`src/rtl/gb_cpu_pkg.sv`:
```
// -----------------------------------------------------------------------------
// gb_cpu_pkg
//
// Definitions shared across the SM83 core front end. These include the fetch
// state enum, the CB prefix byte, the encoding of instruction length, and the
// table of unprefixed opcodes that have no defined behaviour.
// -----------------------------------------------------------------------------
package gb_cpu_pkg;

    // States of the fetch sequencer.
    typedef enum logic [2:0] {
        FETCH_OP = 3'd0,    // fetch the opcode byte (or the 0xCB prefix)
        FETCH_CB = 3'd1,    // fetch the opcode byte that follows 0xCB
        FETCH_LO = 3'd2,    // fetch the low immediate byte
        FETCH_HI = 3'd3,    // fetch the high immediate byte
        PRESENT  = 3'd4     // hold the bundle until the decoder accepts it
    } fetch_state_e;

    localparam logic [7:0] CB_PREFIX = 8'hCB;

    // Instruction length in bytes. The value 0 appears only out of reset,
    // before any bundle has been assembled.
    typedef logic [1:0] op_len_t;
    localparam op_len_t OP_LEN_NONE = 2'd0;
    localparam op_len_t OP_LEN_1    = 2'd1;
    localparam op_len_t OP_LEN_2    = 2'd2;
    localparam op_len_t OP_LEN_3    = 2'd3;

    // Unprefixed opcodes with no defined behaviour, packed eight bits per entry.
    localparam int NUM_ILLEGAL_OPS = 11;
    localparam logic [8*NUM_ILLEGAL_OPS-1:0] ILLEGAL_OPS = {
        8'hD3, 8'hDB, 8'hDD, 8'hE3, 8'hE4, 8'hEB,
        8'hEC, 8'hED, 8'hF4, 8'hFC, 8'hFD
    };

    function automatic logic is_illegal_op(input logic [7:0] op);
        logic hit;
        hit = 1'b0;
        for (int i = 0; i < NUM_ILLEGAL_OPS; i++) begin
            if (ILLEGAL_OPS[8*i +: 8] == op) begin
                hit = 1'b1;
            end
        end
        return hit;
    endfunction

endpackage

```
`src/rtl/fetch_unit_opcode_len_lut.sv`:
```
// -----------------------------------------------------------------------------
// opcode_len_lut
//
// Combinational classifier for unprefixed SM83 opcodes. The decoder can
// reuse it.
//
// Ports:
//   op_i       in  8  opcode byte (unprefixed opcode space)
//   len_o      out 2  total instruction length in bytes (1..3)
//   illegal_o  out 1  opcode has no defined behaviour
//
// The 0xCB prefix reports length 1. The fetch unit handles the prefix itself.
// -----------------------------------------------------------------------------
module opcode_len_lut
    import gb_cpu_pkg::*;
(
    input  logic [7:0] op_i,
    output op_len_t    len_o,
    output logic       illegal_o
);

    always_comb begin
        len_o = OP_LEN_1;
        case (op_i)
            // LD r,d8
            8'h06, 8'h0E, 8'h16, 8'h1E, 8'h26, 8'h2E, 8'h36, 8'h3E,
            // STOP, JR, JR cc
            8'h10, 8'h18, 8'h20, 8'h28, 8'h30, 8'h38,
            // ALU A,d8
            8'hC6, 8'hCE, 8'hD6, 8'hDE, 8'hE6, 8'hEE, 8'hF6, 8'hFE,
            // LDH, ADD SP,r8, LD HL,SP+r8
            8'hE0, 8'hF0, 8'hE8, 8'hF8:
                len_o = OP_LEN_2;
            // LD rr,d16, LD (a16),SP
            8'h01, 8'h11, 8'h21, 8'h31, 8'h08,
            // JP / CALL (conditional and unconditional)
            8'hC2, 8'hC3, 8'hC4, 8'hCA, 8'hCC, 8'hCD,
            8'hD2, 8'hD4, 8'hDA, 8'hDC,
            // LD (a16),A / LD A,(a16)
            8'hEA, 8'hFA:
                len_o = OP_LEN_3;
            default:
                len_o = OP_LEN_1;
        endcase
    end

    assign illegal_o = is_illegal_op(op_i);

endmodule

```
`src/rtl/fetch_unit.sv`:
```
// -----------------------------------------------------------------------------
// fetch_unit
//
// SM83 instruction fetch stage. It reads bytes at the program counter and
// resolves the 0xCB prefix. It gathers 8- and 16-bit immediates, then
// presents one complete instruction bundle to the decoder over a valid/ready
// handshake. Execute redirects the fetch address for jumps, calls, returns
// and interrupt vectors.
//
// Configuration macro: FETCH_PREFETCH_EN
//   When defined, the unit requests the next byte into a 1-byte buffer while
//   a bundle waits in PRESENT. A 1-byte instruction found in that buffer at
//   handshake time is presented on the very next cycle.
//   When undefined, the bus is idle in PRESENT.
//
// Ports:
//   clk             in   1   core clock, rising edge
//   rst_n           in   1   asynchronous active-low reset
//   mem_req         out  1   byte read request, held with mem_addr until ack
//   mem_addr        out  16  read address
//   mem_ack         in   1   read completes this cycle
//   mem_rdata       in   8   read data, valid with mem_ack
//   op_valid        out  1   instruction bundle valid
//   op_ready        in   1   decoder accepts the bundle
//   opcode          out  8   opcode (the byte after 0xCB for prefixed ops)
//   op_cb           out  1   instruction is CB-prefixed
//   op_imm          out  16  immediate, little-endian; 8-bit in [7:0]
//   op_len          out  2   total instruction length in bytes
//   op_pc           out  16  address of the first instruction byte
//   op_illegal      out  1   unprefixed opcode with no defined behaviour
//   redirect_valid  in   1   flush and restart at redirect_pc
//   redirect_pc     in   16  new fetch address
// -----------------------------------------------------------------------------
module fetch_unit
    import gb_cpu_pkg::*;
#(
    parameter logic [15:0] RESET_PC = 16'h0000
)(
    input  logic        clk,
    input  logic        rst_n,
    output logic        mem_req,
    output logic [15:0] mem_addr,
    input  logic        mem_ack,
    input  logic [7:0]  mem_rdata,
    output logic        op_valid,
    input  logic        op_ready,
    output logic [7:0]  opcode,
    output logic        op_cb,
    output logic [15:0] op_imm,
    output logic [1:0]  op_len,
    output logic [15:0] op_pc,
    output logic        op_illegal,
    input  logic        redirect_valid,
    input  logic [15:0] redirect_pc
);

    fetch_state_e state_q, state_d;
    logic [15:0]  pc_q, pc_d;

    // This bit holds the bus quiet during the reset cycle itself. The first
    // request goes out on the cycle after reset is released.
    logic         started_q;

    // A redirect can arrive while a bus read is still outstanding. In that
    // case the read runs to completion at its original address, and its data
    // is thrown away.
    logic         drop_q, drop_d;
    logic [15:0]  drop_addr_q, drop_addr_d;

    // Bundle registers
    logic [7:0]   opcode_q, opcode_d;
    logic         op_cb_q, op_cb_d;
    logic [15:0]  op_imm_q, op_imm_d;
    op_len_t      op_len_q, op_len_d;
    logic [15:0]  op_pc_q, op_pc_d;
    logic         op_illegal_q, op_illegal_d;

    logic         bus_want;     // the sequencer wants a byte at pc_q
    logic         byte_ack;     // live (non-dropped) byte arrives this cycle
    logic         pf_hit;       // opcode byte comes from the prefetch buffer
    logic [7:0]   op_byte;      // candidate opcode byte
    logic         load_op;      // capture op_byte as a new instruction start
    op_len_t      lut_len;
    logic         lut_illegal;

`ifdef FETCH_PREFETCH_EN
    logic         pf_valid_q, pf_valid_d;
    logic [7:0]   pf_data_q, pf_data_d;

    // A request is wanted in every state, PRESENT included, unless the
    // buffer already holds the next byte.
    assign bus_want = started_q && !pf_valid_q;
    assign pf_hit   = pf_valid_q;
    assign op_byte  = pf_valid_q ? pf_data_q : mem_rdata;
`else
    assign bus_want = started_q && (state_q != PRESENT);
    assign pf_hit   = 1'b0;
    assign op_byte  = mem_rdata;
`endif

    assign mem_req  = drop_q || bus_want;
    assign mem_addr = drop_q ? drop_addr_q : pc_q;
    assign byte_ack = mem_ack && bus_want && !drop_q;

    opcode_len_lut u_len_lut (
        .op_i      (op_byte),
        .len_o     (lut_len),
        .illegal_o (lut_illegal)
    );

    // ------------------------------------------------------------------
    // Next-state and bundle assembly
    // ------------------------------------------------------------------
    always_comb begin
        state_d      = state_q;
        pc_d         = pc_q;
        drop_d       = drop_q;
        drop_addr_d  = drop_addr_q;
        opcode_d     = opcode_q;
        op_cb_d      = op_cb_q;
        op_imm_d     = op_imm_q;
        op_len_d     = op_len_q;
        op_pc_d      = op_pc_q;
        op_illegal_d = op_illegal_q;
        load_op      = 1'b0;
`ifdef FETCH_PREFETCH_EN
        pf_valid_d   = pf_valid_q;
        pf_data_d    = pf_data_q;
`endif

        // The discarded read has completed, so the bus is free again.
        if (drop_q && mem_ack) begin
            drop_d = 1'b0;
        end

        case (state_q)
            FETCH_OP: begin
                if (byte_ack || pf_hit) begin
                    load_op = 1'b1;
                end
            end
            FETCH_CB: begin
                if (byte_ack) begin
                    opcode_d     = mem_rdata;
                    op_cb_d      = 1'b1;
                    op_len_d     = OP_LEN_2;
                    // The whole CB-prefixed opcode space is defined.
                    op_illegal_d = 1'b0;
                    pc_d         = pc_q + 16'd1;
                    state_d      = PRESENT;
                end
            end
            FETCH_LO: begin
                if (byte_ack) begin
                    op_imm_d = {8'h00, mem_rdata};
                    pc_d     = pc_q + 16'd1;
                    state_d  = (op_len_q == OP_LEN_3) ? FETCH_HI : PRESENT;
                end
            end
            FETCH_HI: begin
                if (byte_ack) begin
                    op_imm_d = {mem_rdata, op_imm_q[7:0]};
                    pc_d     = pc_q + 16'd1;
                    state_d  = PRESENT;
                end
            end
            PRESENT: begin
                if (op_ready) begin
                    state_d = FETCH_OP;
`ifdef FETCH_PREFETCH_EN
                    // If the next opcode byte is already here, start on it
                    // at once. This lets 1-byte instructions issue back to
                    // back.
                    if (pf_valid_q || byte_ack) begin
                        load_op = 1'b1;
                    end
                    pf_valid_d = 1'b0;
                end else if (byte_ack) begin
                    pf_valid_d = 1'b1;
                    pf_data_d  = mem_rdata;
`endif
                end
            end
            default: begin
                state_d = FETCH_OP;
            end
        endcase

        if (load_op) begin
            op_pc_d      = pc_q;
            pc_d         = pc_q + 16'd1;
            opcode_d     = op_byte;
            op_cb_d      = 1'b0;
            op_imm_d     = 16'h0000;
            op_len_d     = lut_len;
            op_illegal_d = lut_illegal;
            if (op_byte == CB_PREFIX) begin
                state_d = FETCH_CB;
            end else if (lut_len != OP_LEN_1) begin
                state_d = FETCH_LO;
            end else begin
                state_d = PRESENT;
            end
        end

        // A redirect overrides everything above. Any byte acked this cycle
        // is ignored, because the state returns to FETCH_OP at the new pc.
        if (redirect_valid) begin
            state_d = FETCH_OP;
            pc_d    = redirect_pc;
`ifdef FETCH_PREFETCH_EN
            pf_valid_d = 1'b0;
`endif
            if (mem_req && !mem_ack) begin
                drop_d      = 1'b1;
                drop_addr_d = mem_addr;
            end
        end
    end

    // ------------------------------------------------------------------
    // State registers
    // ------------------------------------------------------------------
    always_ff @(posedge clk or negedge rst_n) begin
        if (!rst_n) begin
            state_q      <= FETCH_OP;
            pc_q         <= RESET_PC;
            started_q    <= 1'b0;
            drop_q       <= 1'b0;
            drop_addr_q  <= RESET_PC;
            opcode_q     <= 8'h00;
            op_cb_q      <= 1'b0;
            op_imm_q     <= 16'h0000;
            op_len_q     <= OP_LEN_NONE;
            op_pc_q      <= 16'h0000;
            op_illegal_q <= 1'b0;
        end else begin
            state_q      <= state_d;
            pc_q         <= pc_d;
            started_q    <= 1'b1;
            drop_q       <= drop_d;
            drop_addr_q  <= drop_addr_d;
            opcode_q     <= opcode_d;
            op_cb_q      <= op_cb_d;
            op_imm_q     <= op_imm_d;
            op_len_q     <= op_len_d;
            op_pc_q      <= op_pc_d;
            op_illegal_q <= op_illegal_d;
        end
    end

`ifdef FETCH_PREFETCH_EN
    always_ff @(posedge clk or negedge rst_n) begin
        if (!rst_n) begin
            pf_valid_q <= 1'b0;
            pf_data_q  <= 8'h00;
        end else begin
            pf_valid_q <= pf_valid_d;
            pf_data_q  <= pf_data_d;
        end
    end
`endif

    assign op_valid   = (state_q == PRESENT);
    assign opcode     = opcode_q;
    assign op_cb      = op_cb_q;
    assign op_imm     = op_imm_q;
    assign op_len     = op_len_q;
    assign op_pc      = op_pc_q;
    assign op_illegal = op_illegal_q;

endmodule
```
`config.mk`:
```
export PLATFORM = sky130hd
export DESIGN_NAME = fetch_unit
export DESIGN_NICKNAME = d
export VERILOG_FILES = /design/src/rtl/gb_cpu_pkg.sv /design/src/rtl/fetch_unit_opcode_len_lut.sv /design/src/rtl/fetch_unit.sv
export SDC_FILE = /design/constraint.sdc
export NUM_CORES = 1
export LEC_CHECK = 0
export BUFFER_PORTS_ARGS = -buffer_cell sky130_fd_sc_hd__buf_2
export CORE_UTILIZATION = 58
export CTS_CLUSTER_SIZE = 20
export DETAILED_ROUTE_END_ITERATION = 12
export HOLD_SLACK_MARGIN = 0.1
export PLACE_DENSITY_LB_ADDON = 0.05
export SLEW_MARGIN = 15
export SYNTH_ARGS = -nofsm -noshare
export SYNTH_HDL_FRONTEND = slang
export SYNTH_SLANG_ARGS = --single-unit
export TNS_END_PERCENT = 50
```
`constraint.sdc`:
```
create_clock -name clk -period 2.6 [get_ports clk]
set_input_delay 0.26 -clock clk [delete_from_list [all_inputs] [get_ports clk]]
set_output_delay 0.26 -clock clk [all_outputs]
set_load 0.02 [all_outputs]
```
# Word level (Yosys, flattened, before mapping)
# Cells that the tools add are included.
# W data, S select, Z words.
[totals]
inputBits = 29
register_bits = 81
elab_cells = 154
out_inout_bits = 62
[op_classes]
eq_ne = 69
n_addsub = 1
n_reduce_logical = 25
muxes = 47
[op_table]
columns = ["cell", "count"]
rows = [
  ["$eq A8 B8 Y1 const B", 25],
  ["$mux W16", 8],
  ["$eq A8 B8 Y1 const A", 11],
  ["$eq A8 B6 Y1 const B", 10],
  ["$eq A8 B5 Y1 const B", 5],
  ["$pmux W16 S2", 1],
  ["$reduce_or A26 Y1", 1],
  ["$mux W3", 8],
  ["$mux W8", 3],
  ["$mux W1", 22],
  ["$reduce_or A17 Y1", 1],
  ["$add A16 B1 Y16 const B", 1],
  ["$eq A8 B4 Y1 const B", 2],
  ["$ne A3 B3 Y1 const B", 4],
  ["$pmux W3 S4", 1],
  ["$reduce_bool A3 Y1", 3],
  ["$eq A8 B1 Y1 const B", 1],
  ["$eq A8 B3 Y1 const B", 1],
  ["$ne A4 B1 Y1 const B", 2],
  ["$eq A3 B2 Y1 const B", 2],
  ["$mux W2", 3],
  ["$reduce_and A2 Y1", 3],
  ["$reduce_and A3 Y1", 2],
  ["$reduce_bool A2 Y1", 3],
  ["other kinds (14)", 19],
]

# Depth between registers and ports, before layout
[logic_depth]
ltp_word = 13
ltp_mapped = 7

# Cells and area by module
# From an unflattened synthesis, not the netlist that was laid out.
[unflattened]
cells_unflattened = 385
hier_area_um2 = 3952.5
[modules_own_cells]
columns = ["mod", "seq_area_each_um2", "n_inst", "area_each_um2", "cells_each"]
rows = [
  ["fetch_unit", 2026.9, 1, 3766.1, 359],
  ["opcode_len_lut", 0.0, 1, 186.4, 26],
]

# Least setup slack after synthesis
# OpenSTA, ideal clock, no wires.
[synth_timing]
kind = "reg-to-reg"
startpoint = "register state_q[1]"
endpoint = "register drop_addr_q[10]"
setup_ns = 0.125
path_stages_with_launch = 8
slack_ns = 0.825
n_path_buf = 2
arrival_ns = 1.650
path_cell_list = "dfrtp_1 nor2_2 nand2_1 a21o_1 and3b_1 buf_6 buf_6 mux2_4"
[synth_via]
elab_chain_cells = 5
[synth_lines]
columns = ["element", "line_no", "source"]
rows = [
  ["start, declared", "fetch_unit.sv:57", "fetch_state_e state_q, state_d;"],
  ["start signal, assigned", "fetch_unit.sv:238", "state_q <= state_d;"],
  ["$ne A3 B3 Y1", "fetch_unit.sv:96", "assign bus_want = started_q && (state_q != PRESENT);"],
  ["$logic_and A1 B1 Y1", "fetch_unit.sv:96", ""],
  ["$logic_or A1 B1 Y1", "fetch_unit.sv:101", "assign mem_req = drop_q || bus_want;"],
  ["net mem_req", "fetch_unit.sv:41", "output logic mem_req,"],
  ["$logic_and A1 B1 Y1", "fetch_unit.sv:214", "if (mem_req && !mem_ack) begin"],
  ["$reduce_and A2 Y1 (no source line)", "n/a", ""],
  ["end signal, assigned", "fetch_unit.sv:242", "drop_addr_q <= drop_addr_d;"],
  ["end, declared", "fetch_unit.sv:68", "logic [15:0] drop_addr_q, drop_addr_d;"],
]
# The timed path passes the listed nets, and every way through them passes these cells.
# A chain may end at the register's enable or synchronous reset.

# Worst setup path in the final report
[layout_timing]
startpoint = "register drop_q"
endpoint = "output port mem_addr[7]"
[layout_via]
elab_chain_cells = 1
[layout_lines]
columns = ["element", "line_no", "source"]
rows = [
  ["start, declared", "fetch_unit.sv:67", "logic drop_q, drop_d;"],
  ["start signal, assigned", "fetch_unit.sv:241", "drop_q <= drop_d;"],
  ["$mux W16", "fetch_unit.sv:102", "assign mem_addr = drop_q ? drop_addr_q : pc_q;"],
  ["end, declared", "fetch_unit.sv:42", "output logic [15:0] mem_addr,"],
]
# Every way passes these cells.

==> metrics <==
die extent in x 83.3 um; routability cong. 0.892; initial antenna violation count 0; Ys Warns 0; Post-synth EDFFs 0; Async S/R FF share, synth 1.00; CP max-delay cell dfrtp_1; max-slew violations 0; commonest non-fill, non-tap cells in the layout 89 x buf_2, 81 x dfrtp_1, 61 x nand2_1; number of distinct library cells after synthesis 49; PostCTS Resize Cnt 0; Clock Skew 10.9 ps; drt via density 5.56; required time worst endpoint 2340 ps; Peak VDD IR 509 uV; Antenna diodes 0; clk_lat worst skew 340 ps; total I/O pin count 91; crit end category primary output; net switching power 1.14 mW; Arr. time, crit path 1700 ps; Clock Pin Slew Worst Setup and Hold Paths 80 ps; Post-CTS Setup Bufs 0; Vias 2856; H-tree Lvls 3; most common cell after layout, fill and taps aside buf_2; share of layout cells above drive strength 1 0.391; CP Launch Type flop; WL met3 481 um; Post-Syn Nets 375; Slew @ Worst Pin 1000 ps; met2 routed WL 3400 um; FP Rows 29; CTS hold repair buffers 0; Final ANT Viol Nets 0; DR DRC count 0; hold slack 80.7 ps; area delta synth->final 17.0%; status finished clean; Port Buffers 90; Mapped Cells 345; Tmin final 1960 ps; Root Buffer Master clkbuf_8; RSZ-0062 raised after global routing false; HPWL after detailed placement 5460 um; static leakage 2.13 nW; Clk pwr share 0.230; worst-path cell chain buf_4, mux2_2, buf_2; Seq/Total Area, Yosys 0.528; Mapped Area 3840 um2; worst setup path class reg -> out; CTS Buf Count 9; GRT Total Usage 0.242; CP max FO 11; largest net degree at the start of global routing 82; sequential power share 0.489; worst rel slew slack 0.331; Layout Nets 462; P per Cell Area 762 nW/um2; final count of negative-setup-slack endpoints 0; Total Wirelength 7990 um; syn_area_per_cell 11.1 um2; first-pass GRT wire length 13200 um; top layer reached by signal wires met4; Max Clk Rate 510 MHz; Net Sw Frac 0.333; number of global-route vias before repair 2717; Core Region 6350 um2; Largest delay share family, worst path flip-flops; slowest stage delay, CP 530 ps; CTS Buffer Depth 2; Final Hold Viols 0; Die Area 6940 um2; fin crit share 0.754; CTS tree done; total grt overflow 0; Comb power frac 0.280; initial core utilization 0.604; DRT iter0 DRCs 154; chip height 83.3 um; FF-to-FF setup slack 660 ps; max cap viols 0; Internal 2.28 mW; First-pass DRT Iterations 4; Synth Register Bits 81; DR WL/cell 15.5 um; DRT met1 WL 3930 um; CTS sink cnt 81; Min-Delay Path Class in -> async; dominant synthesized flop cell dfrtp_1; CP bufs+invs 2; Final TNS setup 0 ps
[registers in the layout, indices dropped and copies added (netlist names), 2 cells and up]
| register | cells |
|---|---|
| op_len | 2 |
| op_pc | 16 |
| op_imm | 16 |
| state_q | 3 |
| drop_addr_q | 16 |
| opcode | 8 |
| pc_q | 16 |
[through the flow]
| step | std cells | utilization | worst slack [ps] | area (um2) | power (mW) |
|---|---|---|---|---|---|
| floorplan | 345 | - | 825 | 3840 | 2.33 |
| global placement | 498 | 0.681 | 740 | 4330 | 2.63 |
| detailed placement | 498 | 0.681 | 699 | 4330 | 2.65 |
| CTS | 514 | 0.707 | 625 | 4490 | 3.44 |
| global route | 514 | 0.707 | 550 | 4490 | 3.60 |
| finish | 514 | 0.707 | 640 | 4490 | 3.42 |
[power groups by stage]
stage / clock [mW] / sequential [mW] / combinational, mW
after floorplan: 0 / 1.83 / 0.493
after global placement: 0 / 1.68 / 0.947
after detailed placement: 0 / 1.69 / 0.961
after CTS: 0.803 / 1.67 / 0.967
after global routing: 0.866 / 1.70 / 1.03
final: 0.788 / 1.67 / 0.958
[Yosys cell counts, types with 2 or more instances]
library cell | number | area share
xor2_1 | 10 | 0.023
nand2_1 | 61 | 0.060
nand4_1 | 4 | 0.0065
nor2_1 | 9 | 0.0088
buf_6 | 2 | 0.0059
mux2_2 | 46 | 0.14
buf_1 | 2 | 0.0020
mux2_4 | 10 | 0.039
clkbuf_1 | 5 | 0.0049
and4_1 | 2 | 0.0046
o311ai_1 | 2 | 0.0046
inv_1 | 6 | 0.0059
nor2b_1 | 3 | 0.0049
o21ai_0 | 33 | 0.043
o22ai_1 | 2 | 0.0033
nand2b_1 | 3 | 0.0049
a21oi_1 | 7 | 0.0091
nor3b_1 | 3 | 0.0059
clkbuf_2 | 2 | 0.0026
nor3_1 | 2 | 0.0026
and3_1 | 6 | 0.0098
buf_2 | 9 | 0.012
dfrtp_1 | 81 | 0.53
and2_1 | 2 | 0.0033
nand3_1 | 4 | 0.0052
xnor2_1 | 5 | 0.011
nor4b_1 | 2 | 0.0046
[layout make-up]
type / count / area, um2
clock inverter: 6 / 35.0
timing repair buffer: 96 / 498
fill: 502 / 1860
multi-input combinational: 238 / 1680
inverter: 6 / 22.5
tap: 77 / 96.3
clock buffer: 10 / 128
sequential: 81 / 2030
[cell families after synthesis]
group,after synthesis,synth area share
other cells,1,0.000978
flops,81,0.528
fa+ha+maj,1,0.00326
buf+inv,26,0.0329
mux,57,0.177
simple gates,109,0.138
xor+xnor,15,0.0342
compound gates,55,0.0851
[routing by layer]
layer	global-route usage	vias to the layer above
met1	0.374	1362
met2	0.329	101
met4	0.114	0
met3	0.0447	20
met5	0	-
li1	-	1373
[path summary, 6_finish.rpt]
path                       startpoint               to  depth (start not counted)
max                            drop_q      mem_addr[7]                          3
min                             rst_n       op_imm[14]                          1
max reg2reg                state_q[1]  drop_addr_q[15]                          6
min reg2reg                 op_imm[5]        op_imm[5]                          2
max in group asynchronous       rst_n          pc_q[7]                          1
min in group clk              mem_ack           drop_q                          2
Note: power is estimated with default switching activity, not from simulation.
